## src/rtl/m_alarm_watch_pkg.sv

```systemverilog
// Shared definitions for the alarm watch: FSM states, BCD limits and
// BCD helpers for increment and 24h-to-12h display conversion.
package m_alarm_watch_pkg;

    typedef enum logic [2:0] {
        ST_RUN    = 3'd0,
        ST_SET_H  = 3'd1,
        ST_SET_M  = 3'd2,
        ST_SET_AH = 3'd3,
        ST_SET_AM = 3'd4
    } state_t;

    localparam logic [7:0] BCD_MAX_MS = 8'h59;
    localparam logic [7:0] BCD_MAX_H  = 8'h23;
    localparam logic [7:0] BCD_NOON   = 8'h12;

    typedef struct packed {
        logic       pm;
        logic [7:0] hour;
    } disp12_t;

    function automatic logic [7:0] bcd_inc(input logic [7:0] v, input logic [7:0] max);
        logic [7:0] r;
        if (v == max)
            r = 8'h00;
        else if (v[3:0] == 4'd9)
            r = {v[7:4] + 4'd1, 4'd0};
        else
            r = {v[7:4], v[3:0] + 4'd1};
        return r;
    endfunction

    // Internal 00-23 BCD hour -> 01-12 BCD hour plus pm flag.
    function automatic disp12_t to_12h(input logic [7:0] h);
        logic [4:0] b;
        logic [4:0] d;
        disp12_t    r;
        b = 5'(h[7:4]) * 5'd10 + 5'(h[3:0]);
        if (b == 5'd0)
            d = 5'd12;
        else if (b > 5'd12)
            d = b - 5'd12;
        else
            d = b;
        r.pm   = (b >= 5'd12);
        r.hour = (d >= 5'd10) ? {4'd1, 4'(d - 5'd10)} : {4'd0, 4'(d)};
        return r;
    endfunction

endpackage

```

## src/rtl/m_alarm_watch_bcd_mod_counter.sv

```systemverilog
// Two-digit BCD counter 00..MAX with synchronous clear and wrap carry.
module m_bcd_mod_counter
    import m_alarm_watch_pkg::*;
#(
    parameter logic [7:0] MAX = BCD_MAX_MS
) (
    input  logic       clk,
    input  logic       n_reset,
    input  logic       en,
    input  logic       clr,
    output logic [7:0] value,
    output logic       carry
);

    logic [7:0] value_reg;

    always_ff @(posedge clk or negedge n_reset) begin
        if (!n_reset)
            value_reg <= 8'h00;
        else if (clr)
            value_reg <= 8'h00;
        else if (en)
            value_reg <= bcd_inc(value_reg, MAX);
    end

    // A clear wins over the increment, so it must not leak a carry either.
    assign carry = en && !clr && (value_reg == MAX);
    assign value = value_reg;

endmodule

```

## src/rtl/m_alarm_watch.sv

```systemverilog
// Digital watch with internal 1 s prescaler, button-driven set FSM and
// a timed alarm; time is held as 24-hour BCD and converted for display.
module m_alarm_watch
    import m_alarm_watch_pkg::*;
#(
    parameter int TICK_DIV  = 50000000,
    parameter int H24       = 1,
    parameter int ALARM_LEN = 60
) (
    input  logic       clk,
    input  logic       n_reset,
    input  logic       mode_sw,
    input  logic       inc_sw,
    input  logic       alarm_en,
    output logic [7:0] hour,
    output logic [7:0] min,
    output logic [7:0] sec,
    output logic       pm,
    output logic       alarm,
    output logic [2:0] state,
    output logic       tick
);

    localparam int PW = $clog2(TICK_DIV);

    state_t        state_reg, state_next;
    logic [PW-1:0] presc_reg;
    logic          mode_d_reg, inc_d_reg, mode_press_reg, inc_press_reg;
    logic          alarm_reg;
    logic [7:0]    alarm_cnt_reg;

    logic [7:0] sec_val, min_val, hour_val, ah_val, am_val;
    logic       sec_carry, min_carry, ah_carry_unused, am_carry_unused;
    logic       running, tick_w, trigger, any_press, mode_eff, inc_eff;
    logic       sec_clr, hour_inc, min_inc, ah_inc, am_inc;
    logic [7:0] min_after, hour_after;

    assign running = (state_reg != ST_SET_H) && (state_reg != ST_SET_M);
    assign tick_w  = running && (presc_reg == PW'(TICK_DIV - 1));

    // Alarm fires on the tick whose result equals alarm_h:alarm_m:00.
    assign min_after  = bcd_inc(min_val, BCD_MAX_MS);
    assign hour_after = (min_val == BCD_MAX_MS) ? bcd_inc(hour_val, BCD_MAX_H) : hour_val;
    assign trigger    = tick_w && alarm_en && (sec_val == BCD_MAX_MS)
                        && (min_after == am_val) && (hour_after == ah_val);

    // A press during (or coinciding with) an alarm only dismisses it.
    assign any_press = mode_press_reg || inc_press_reg;
    assign mode_eff  = mode_press_reg && !alarm_reg && !trigger;
    assign inc_eff   = inc_press_reg && !alarm_reg && !trigger;

    always_ff @(posedge clk or negedge n_reset) begin
        if (!n_reset) begin
            state_reg      <= ST_RUN;
            presc_reg      <= '0;
            mode_d_reg     <= 1'b0;
            inc_d_reg      <= 1'b0;
            mode_press_reg <= 1'b0;
            inc_press_reg  <= 1'b0;
        end else begin
            state_reg      <= state_next;
            mode_d_reg     <= mode_sw;
            inc_d_reg      <= inc_sw;
            mode_press_reg <= mode_sw && !mode_d_reg;
            inc_press_reg  <= inc_sw && !inc_d_reg;
            if (!running || sec_clr || tick_w)
                presc_reg <= '0;
            else
                presc_reg <= presc_reg + 1'b1;
        end
    end

    always_comb begin
        state_next = state_reg;
        sec_clr    = 1'b0;
        hour_inc   = 1'b0;
        min_inc    = 1'b0;
        ah_inc     = 1'b0;
        am_inc     = 1'b0;
        case (state_reg)
            ST_RUN: begin
                if (mode_eff) begin
                    state_next = ST_SET_H;
                    sec_clr    = 1'b1;
                end
            end
            ST_SET_H: begin
                hour_inc = inc_eff;
                if (mode_eff) state_next = ST_SET_M;
            end
            ST_SET_M: begin
                min_inc = inc_eff;
                if (mode_eff) state_next = ST_SET_AH;
            end
            ST_SET_AH: begin
                ah_inc = inc_eff;
                if (mode_eff) state_next = ST_SET_AM;
            end
            ST_SET_AM: begin
                am_inc = inc_eff;
                if (mode_eff) state_next = ST_RUN;
            end
            default: state_next = ST_RUN;
        endcase
    end

    always_ff @(posedge clk or negedge n_reset) begin
        if (!n_reset) begin
            alarm_reg     <= 1'b0;
            alarm_cnt_reg <= 8'd0;
        end else if (alarm_reg && (any_press || !alarm_en
                                   || (tick_w && alarm_cnt_reg == 8'd1))) begin
            alarm_reg <= 1'b0;
        end else if (trigger && !any_press) begin
            alarm_reg     <= 1'b1;
            alarm_cnt_reg <= 8'(ALARM_LEN);
        end else if (alarm_reg && tick_w) begin
            alarm_cnt_reg <= alarm_cnt_reg - 8'd1;
        end
    end

    m_bcd_mod_counter #(.MAX(BCD_MAX_MS)) u_sec (
        .clk(clk), .n_reset(n_reset), .en(tick_w), .clr(sec_clr),
        .value(sec_val), .carry(sec_carry));

    m_bcd_mod_counter #(.MAX(BCD_MAX_MS)) u_min (
        .clk(clk), .n_reset(n_reset), .en(sec_carry || min_inc), .clr(1'b0),
        .value(min_val), .carry(min_carry));

    // Minute wraps from the set button must not reach the hours.
    m_bcd_mod_counter #(.MAX(BCD_MAX_H)) u_hour (
        .clk(clk), .n_reset(n_reset), .en((min_carry && tick_w) || hour_inc), .clr(1'b0),
        .value(hour_val), .carry());

    m_bcd_mod_counter #(.MAX(BCD_MAX_H)) u_alarm_h (
        .clk(clk), .n_reset(n_reset), .en(ah_inc), .clr(1'b0),
        .value(ah_val), .carry(ah_carry_unused));

    m_bcd_mod_counter #(.MAX(BCD_MAX_MS)) u_alarm_m (
        .clk(clk), .n_reset(n_reset), .en(am_inc), .clr(1'b0),
        .value(am_val), .carry(am_carry_unused));

    logic       show_alarm;
    logic [7:0] disp_h24;
    disp12_t    disp12;

    assign show_alarm = (state_reg == ST_SET_AH) || (state_reg == ST_SET_AM);
    assign disp_h24   = show_alarm ? ah_val : hour_val;
    assign disp12     = to_12h(disp_h24);

    assign hour  = (H24 != 0) ? disp_h24 : disp12.hour;
    assign pm    = (H24 != 0) ? 1'b0 : disp12.pm;
    assign min   = show_alarm ? am_val : min_val;
    assign sec   = sec_val;
    assign alarm = alarm_reg;
    assign state = state_reg;
    assign tick  = tick_w;

endmodule

```

## config.mk

```make
export PLATFORM = sky130hd
export DESIGN_NAME = m_alarm_watch
export DESIGN_NICKNAME = d
export VERILOG_FILES = /design/src/rtl/m_alarm_watch_pkg.sv /design/src/rtl/m_alarm_watch_bcd_mod_counter.sv /design/src/rtl/m_alarm_watch.sv
export SDC_FILE = /design/constraint.sdc
export NUM_CORES = 1
export LEC_CHECK = 0
export ABC_AREA = 0
export BUFFER_PORTS_ARGS = -buffer_cell sky130_fd_sc_hd__buf_2
export CORE_UTILIZATION = 63
export CTS_BUF_LIST = sky130_fd_sc_hd__clkbuf_8
export DETAILED_ROUTE_END_ITERATION = 16
export PLACE_DENSITY = 0.83
export SYNTH_ARGS = -nofsm -noshare
export SYNTH_HDL_FRONTEND = slang
export SYNTH_SLANG_ARGS = --single-unit
export TNS_END_PERCENT = 10
```

## constraint.sdc

```tcl
create_clock -name clk -period 3.9 [get_ports clk]
set_input_delay 0.39 -clock clk [delete_from_list [all_inputs] [get_ports clk]]
set_output_delay 0.39 -clock clk [all_outputs]
set_load 0.01 [all_outputs]
```

Word-level counts from Yosys, hierarchy flattened
Cells that the tools add are included.
{"block": "classes", "reduce_logical": 48, "addsub": 12, "n_lt_le_gt_ge": 0, "n_div": 0, "n_eq_ne": 25, "n_bitwise": 1, "mul": 0, "shifts": 0, "n_mux": 32}
{"op": "$mux W8", "n": 17}
{"op": "$add A4 B1 Y4 const B", "n": 10}
{"op": "$add A26 B1 Y26 const B", "n": 1}
{"op": "$eq A26 B26 Y1 const B", "n": 1}
{"op": "$mux W26", "n": 1}
{"op": "$eq A8 B7 Y1 const B", "n": 3}
{"op": "$eq A4 B4 Y1 const B", "n": 5}
{"op": "$logic_and A1 B1 Y1", "n": 20}
{"op": "$eq A8 B6 Y1 const B", "n": 2}
{"op": "$eq A8 B8 Y1", "n": 2}
{"op": "$mux W3", "n": 5}
{"op": "$pmux W3 S5", "n": 1}
{"op": "$ne A2 B2 Y1 const B", "n": 5}
{"op": "$reduce_bool A2 Y1", "n": 5}
{"op": "$eq A8 B1 Y1 const B", "n": 1}
{"op": "$logic_not A1 Y1", "n": 8}
{"op": "$logic_or A1 B1 Y1", "n": 8}
{"op": "$mux W1", "n": 8}
{"op": "$reduce_and A2 Y1", "n": 4}
{"op": "$sub A8 B1 Y8 const B", "n": 1}
{"op": "$eq A3 B2 Y1 const B", "n": 2}
{"op": "$reduce_and A5 Y1", "n": 1}
{"op": "$eq A3 B1 Y1 const B", "n": 1}
{"op": "$eq A3 B3 Y1 const B", "n": 1}
{"op": "5 further kinds", "n": 5}
{"block": "word_totals", "ff_bits": 82, "word_cells": 134, "out_inout_bits": 30, "n_memories": 0, "rom_bits": 0, "ramBits": 0, "inputBits": 5, "latchBits": 0}

Logic depth before layout (Yosys ltp)
{"block": "depth", "word_depth": 18, "ltp_mapped": 14, "mapped_depth_nobuf": 11}

Modules after synthesis
A second synthesis with hierarchy kept.
{"block": "unflattened", "hier_cells": 621, "area_unflattened_um2": 5834.3}
{"module": "m_alarm_watch", "seq_area_each_um2": 1051.0, "cells_per_inst": 365, "instances": 1, "area_per_inst_um2": 3326.9}
{"module": "m_bcd_mod_counter at u_alarm_m ...", "seq_area_each_um2": 200.2, "cells_per_inst": 50, "instances": 3, "area_per_inst_um2": 488.0}
{"module": "m_bcd_mod_counter at u_alarm_h ...", "seq_area_each_um2": 200.2, "cells_per_inst": 53, "instances": 2, "area_per_inst_um2": 521.8}

Least setup slack after synthesis
Ideal clock, no wire load.
{"block": "synth_timing", "path_kind": "register to register", "from": "reg u_min.value_reg[1] (netlist: u_min.value[1])", "to": "reg u_min.value_reg[4] (netlist: u_min.value[4])", "period_less_slack_ns": 3.385, "path_buffers": 0, "setup_slack_ns": 0.515, "setup_time_ns": 0.128, "t_arrival_ns": 3.257, "t_required_ns": 3.772, "stages_incl_launch_ff": 12, "cell_sequence": "dfrtp_1 inv_1 ha_1 nand3b_4 or3_1 o22a_1 nand3b_1 or4_4 o311ai_4 o21bai_1 a21oi_1 mux2_1"}
{"block": "synth_via", "elab_chain_cells": 14, "elab_cells_between_ends": 20, "classes_between": "1 x add/sub; 4 x eq/ne; 6 x mux; 9 x reduce/logical"}
{"element": "start, declared", "line": "m_alarm_watch_bcd_mod_counter.sv:15", "rtl": "logic [7:0] value_reg;"}
{"element": "start signal, assigned", "line": "m_alarm_watch_bcd_mod_counter.sv:23", "rtl": "value_reg <= bcd_inc(value_reg, MAX);"}
{"element": "$add A4 B1 Y4 / $eq A4 B4 Y1 (equally long branches)", "line": "m_alarm_watch_pkg.sv:29, m_alarm_watch_pkg.sv:26"}
{"element": "$mux W8", "line": "m_alarm_watch_pkg.sv:26", "rtl": "else if (v[3:0] == 4'd9)"}
{"element": "$mux W8", "line": "m_alarm_watch_pkg.sv:24", "rtl": "if (v == max)"}
{"element": "$eq A8 B8 Y1", "line": "m_alarm_watch.sv:45", "rtl": "&& (min_after == am_val) && (hour_after == ah_val);"}
{"element": "$logic_and A1 B1 Y1 (2 in a row)", "line": "m_alarm_watch.sv:45"}
{"element": "$logic_not A1 Y1", "line": "m_alarm_watch.sv:49, m_alarm_watch.sv:50"}
{"element": "$logic_and A1 B1 Y1", "line": "m_alarm_watch.sv:49", "rtl": "assign mode_eff = mode_press_reg && !alarm_reg && !trigger;"}
{"element": "$mux W1", "line": "m_alarm_watch.sv:82", "rtl": "if (mode_eff) begin"}
{"element": "$mux W1", "line": "m_alarm_watch.sv:80", "rtl": "case (state_reg)"}
{"element": "$logic_not A1 Y1", "line": "m_alarm_watch_bcd_mod_counter.sv:27", "rtl": "assign carry = en && !clr && (value_reg == MAX);"}
{"element": "$logic_and A1 B1 Y1 (2 in a row)", "line": "m_alarm_watch_bcd_mod_counter.sv:27"}
{"element": "$logic_or A1 B1 Y1", "line": "m_alarm_watch.sv:127", "rtl": ".clk(clk), .n_reset(n_reset), .en(sec_carry || min_inc), .clr(1'b0),"}
Several ways; a longest one is shown, not always the timed one.
A chain may end at the register's enable or synchronous reset.

Final worst setup path
{"block": "layout_timing", "from": "reg u_min.value_reg[1] (netlist: u_min.value[1])", "to": "reg u_hour.value_reg[2] (netlist: u_hour.value[2])"}
{"block": "layout_via", "elab_chain_cells": 17, "elab_cells_between_ends": 24, "classes_between": "1 x add/sub; 4 x eq/ne; 7 x mux; 12 x reduce/logical"}
{"element": "$add A4 B1 Y4 / $eq A4 B4 Y1 (equally long branches)", "line": "m_alarm_watch_pkg.sv:29, m_alarm_watch_pkg.sv:26"}
{"element": "$mux W8", "line": "m_alarm_watch_pkg.sv:26"}
{"element": "$mux W8"}
{"element": "$eq A8 B8 Y1", "line": "m_alarm_watch.sv:45"}
{"element": "$logic_and A1 B1 Y1 (2 in a row)", "line": "m_alarm_watch.sv:45"}
{"element": "$logic_not A1 Y1", "line": "m_alarm_watch.sv:49, m_alarm_watch.sv:50"}
{"element": "$logic_and A1 B1 Y1", "line": "m_alarm_watch.sv:49"}
{"element": "$mux W1", "line": "m_alarm_watch.sv:82"}
{"element": "$mux W1", "line": "m_alarm_watch.sv:80"}
{"element": "$logic_not A1 Y1", "line": "m_alarm_watch_bcd_mod_counter.sv:27"}
{"element": "$logic_and A1 B1 Y1 (2 in a row)", "line": "m_alarm_watch_bcd_mod_counter.sv:27"}
{"element": "$logic_or A1 B1 Y1", "line": "m_alarm_watch.sv:127"}
{"element": "$logic_and A1 B1 Y1", "line": "m_alarm_watch_bcd_mod_counter.sv:27"}
{"element": "$logic_and A1 B1 Y1", "line": "m_alarm_watch.sv:132", "rtl": ".clk(clk), .n_reset(n_reset), .en((min_carry && tick_w) || hour_inc), .clr(1'b0),"}
{"element": "$logic_or A1 B1 Y1 (*)", "line": "m_alarm_watch.sv:132"}
{"element": "end signal, assigned", "line": "m_alarm_watch_bcd_mod_counter.sv:23"}
{"element": "end, declared", "line": "m_alarm_watch_bcd_mod_counter.sv:15"}
Every way passes the cells marked *; elsewhere a longest branch is shown, timed or not.

==> summary.txt <==
Clock tree
  – CTS clk-pin slew, worst paths: 0.10 ns
  – Clk root buf: clkbuf_8
  – Num CTS Buffers: 9
  – Clock sink count: 82
  – Hold Buf Count CTS: 0
  – Clock Latency Late Sink: 0.36 ns
  – H-tree Lvls: 3
  – Clk buf depth: 2
  – CTS tree: yes

Route
  – Post-DR wirelength/cell: 17.2 um
  – ANT nets after route: 0
  – Max Used Layer: met4
  – Met3 wire length: 689 um
  – DRT met1 WL: 5890 um
  – Initial DRT Pass Iterations: 6
  – WL met2: 6070 um
  – # DRC: 0
  – Final WL: 12900 um
  – Vias per std cell: 6.29
  – Vias: 4702
  – Drt initial violations: 409

Cells and area
  – Post-route cell area: 5950 sq um
  – Share of cells above drive strength 1: 15.7%
  – N_diodes: 0
  – Layout Nets: 666
  – Max reg flops: 26
  – Fill cells: 611
  – Synth-to-Final Area Change: 9.19%

Critical path
  – CP max stage delay: 0.58 ns
  – Crit path DAT: 3.96 ns
  – CP Cell Sequence: inv_1 -> ha_2 -> nand4b_1 -> mux2i_2 -> o31a_1 -> nand4_1 -> or4_4 -> o311ai_2 -> or4_1 -> nand2_1 -> a311o_1
  – Crit start category: flop
  – CP Capture Type: flop
  – Largest fanout on the critical path: 8
  – Worst EP required: 4.14 ns
  – Critical path class: flop to flop
  – Critical-path top delay cell: or4_4

Timing
  – Crit path time final: 3.72 ns
  – Hold_ws: 0.148 ns
  – Final hold viol count: 0
  – Sum Neg Setup Slack: 0 ns
  – Final worst path period share: 95.3%
  – Slew headroom: 31.3%
  – Setup violators final: 0
  – Worst Skew: 0.0133 ns
  – RSZ-0062 raised after global routing: false
  – Final slew viol count: 0
  – FMAX: 269 MHz
  – Worst Max-Slew Pin Slew: 1.03 ns

Yosys
  – Syn Area/Cell: 9.02 sq um
  – Cell taking the most area after synthesis: dfrtp_1
  – Dominant cells by area after synthesis: dfrtp_1, ha_1, nor2_1, mux2_2, xor2_1
  – Post-synth EDFFs: 0
  – Post-synth top flop: dfrtp_1
  – Post-synthesis sequential area ratio: 37.7%
  – Asr flop ratio synth: 100%
  – Syn_nets: 632
  – Distinct cells, synth: 75
  – Post-synth top area share: 37.7%
  – Syn. warnings: 0
  – Yosys reg bits: 82
  – Netlist Area Pre-Place: 5450 sq um
  – Synth Instances: 604

Floorplanning
  – I/O pins: 35
  – Full die area: 9020 sq um
  – Die Ht: 95.0 um
  – FP Rows: 33
  – Starting density of the core: 65.6%
  – Core Footprint: 8300 sq um
  – Die outline width: 95.0 um

Global routing
  – Initial antenna violation count: 0
  – First-pass GRT wire length: 21100 um
  – Vias in the first global route: 4327
  – Largest net degree at the start of global routing: 83
  – Total GRT Usage: 30.3%
  – Total gr overflow: 0

Job
  – Max-cap violations: 0

Placement
  – Post-DP HPWL: 9020 um
  – IO Port Bufs: 33
  – Placed Area: 5700 sq um
  – Routability cong.: 0.907

Worst hold path
  – HP Class: input pin to flop

Power
  – Static leakage: 2.61 nW
  – PD cells: 525 nW/um^2
  – Peak supply drop: 0.382 mV

Outcome
  – Outcome: completed
[Yosys cell counts, types with 7 or more instances]
cell type	number
dfrtp_1	82
nor2_1	65
nand2_1	42
nand3_1	31
inv_1	30
o21ai_0	27
a21oi_1	25
ha_1	23
xor2_1	22
mux2_2	21
nor3_1	17
xnor2_1	16
clkbuf_1	13
nand4_1	13
or3_1	13
and3_1	9
nor2b_1	9
nor4_1	8
and4_1	7
[report_power, final]
part	switching, mW	total [mW]	internal, mW
logic	0.755	1.31	0.550
registers	0.210	1.17	0.965
clock network	0.341	0.642	0.302
total	1.31	3.12	1.82
[layer usage]
layer | track usage [%] | vias up
li1 | - | 2255
met1 | 43.1 | 2251
met2 | 48.1 | 174
met3 | 3.38 | 22
met4 | 9.85 | 0
met5 | 0 | -
[final cells by class]
class / count / area, sq um / area share (%)
Clock inverter: 7 / 76.3 / 1.28
Timing Repair Buffer: 46 / 265 / 4.46
Multi-Input combinational cell: 469 / 3190 / 53.6
Clock buffer: 9 / 124 / 2.08
Inverter: 30 / 113 / 1.89
Sequential cell: 82 / 2050 / 34.5
Tap cell: 105 / 131 / 2.21
[layout by cell type (no fill, tap or decap), types with 5 or more instances in the layout]
| cell | n |
|---|---|
| dfrtp_1 | 82 |
| nor2_1 | 65 |
| nand2_1 | 42 |
| buf_2 | 32 |
| nand3_1 | 31 |
| inv_1 | 30 |
| o21ai_0 | 27 |
| a21oi_1 | 25 |
| xor2_1 | 22 |
| ha_1 | 22 |
| mux2_2 | 21 |
| nor3_1 | 17 |
| xnor2_1 | 16 |
| buf_4 | 14 |
| nand4_1 | 13 |
| or3_1 | 13 |
| and3_1 | 9 |
| nor2b_1 | 9 |
| clkbuf_8 | 9 |
| nor4_1 | 8 |
| and4_1 | 7 |
| a31oi_1 | 5 |
| o22ai_1 | 5 |
[stage by stage]
stage	std cells	util, %	total power [mW]	worst slack, ns
after floorplan	604	-	2.05	0.515
after global placement	728	68.7	2.40	0.250
after detailed placement	728	68.7	2.44	0.0160
after CTS	744	71.1	3.08	0.153
after global routing	748	71.7	3.33	0.00675
final	748	71.7	3.12	0.184
[worst max-delay path: cells and delay by family, from the launching register on]
family / cells / cell delay (ns)
compound gates: 3 / 0.99
mux: 1 / 0.33
fa+ha+maj: 1 / 0.24
simple gates: 5 / 1.45
flops: 1 / 0.45
buf+inv: 1 / 0.12
[worst paths after layout]
kind	from	to	slack (ns)	cells past startpoint
max	u_min.value[1]	u_hour.value[2]	0.18	11
min	mode_sw	mode_d_reg	0.15	1
max reg2reg	u_min.value[1]	u_hour.value[2]	0.18	11
min reg2reg	mode_d_reg	mode_press_reg	0.42	1
max in group asynchronous	n_reset	u_min.value[6]	3.04	1
min in group asynchronous	n_reset	alarm_cnt_reg[6]	0.21	1
[cells by family (layout without fill, tap and decap cells)]
group	after synthesis	in the layout	share of synthesized area, %
xor+xnor	38	38	6.11
compound gates	122	122	15.3
mux	28	28	5.67
flops	82	82	37.7
fa+ha+maj	23	23	5.28
buf+inv	53	92	4.13
other cells	1	1	0.0688
simple gates	257	257	25.7
[repair_timing]
action / in CTS / in global routing
setup buffers: 0 / 4
setup endpoints to repair: 1 / 9
hold endpoints to repair: 0 / 0
gates cloned: 0 / 0
gates resized for setup: 1 / 4
Note: power is estimated with default switching activity, not from simulation.
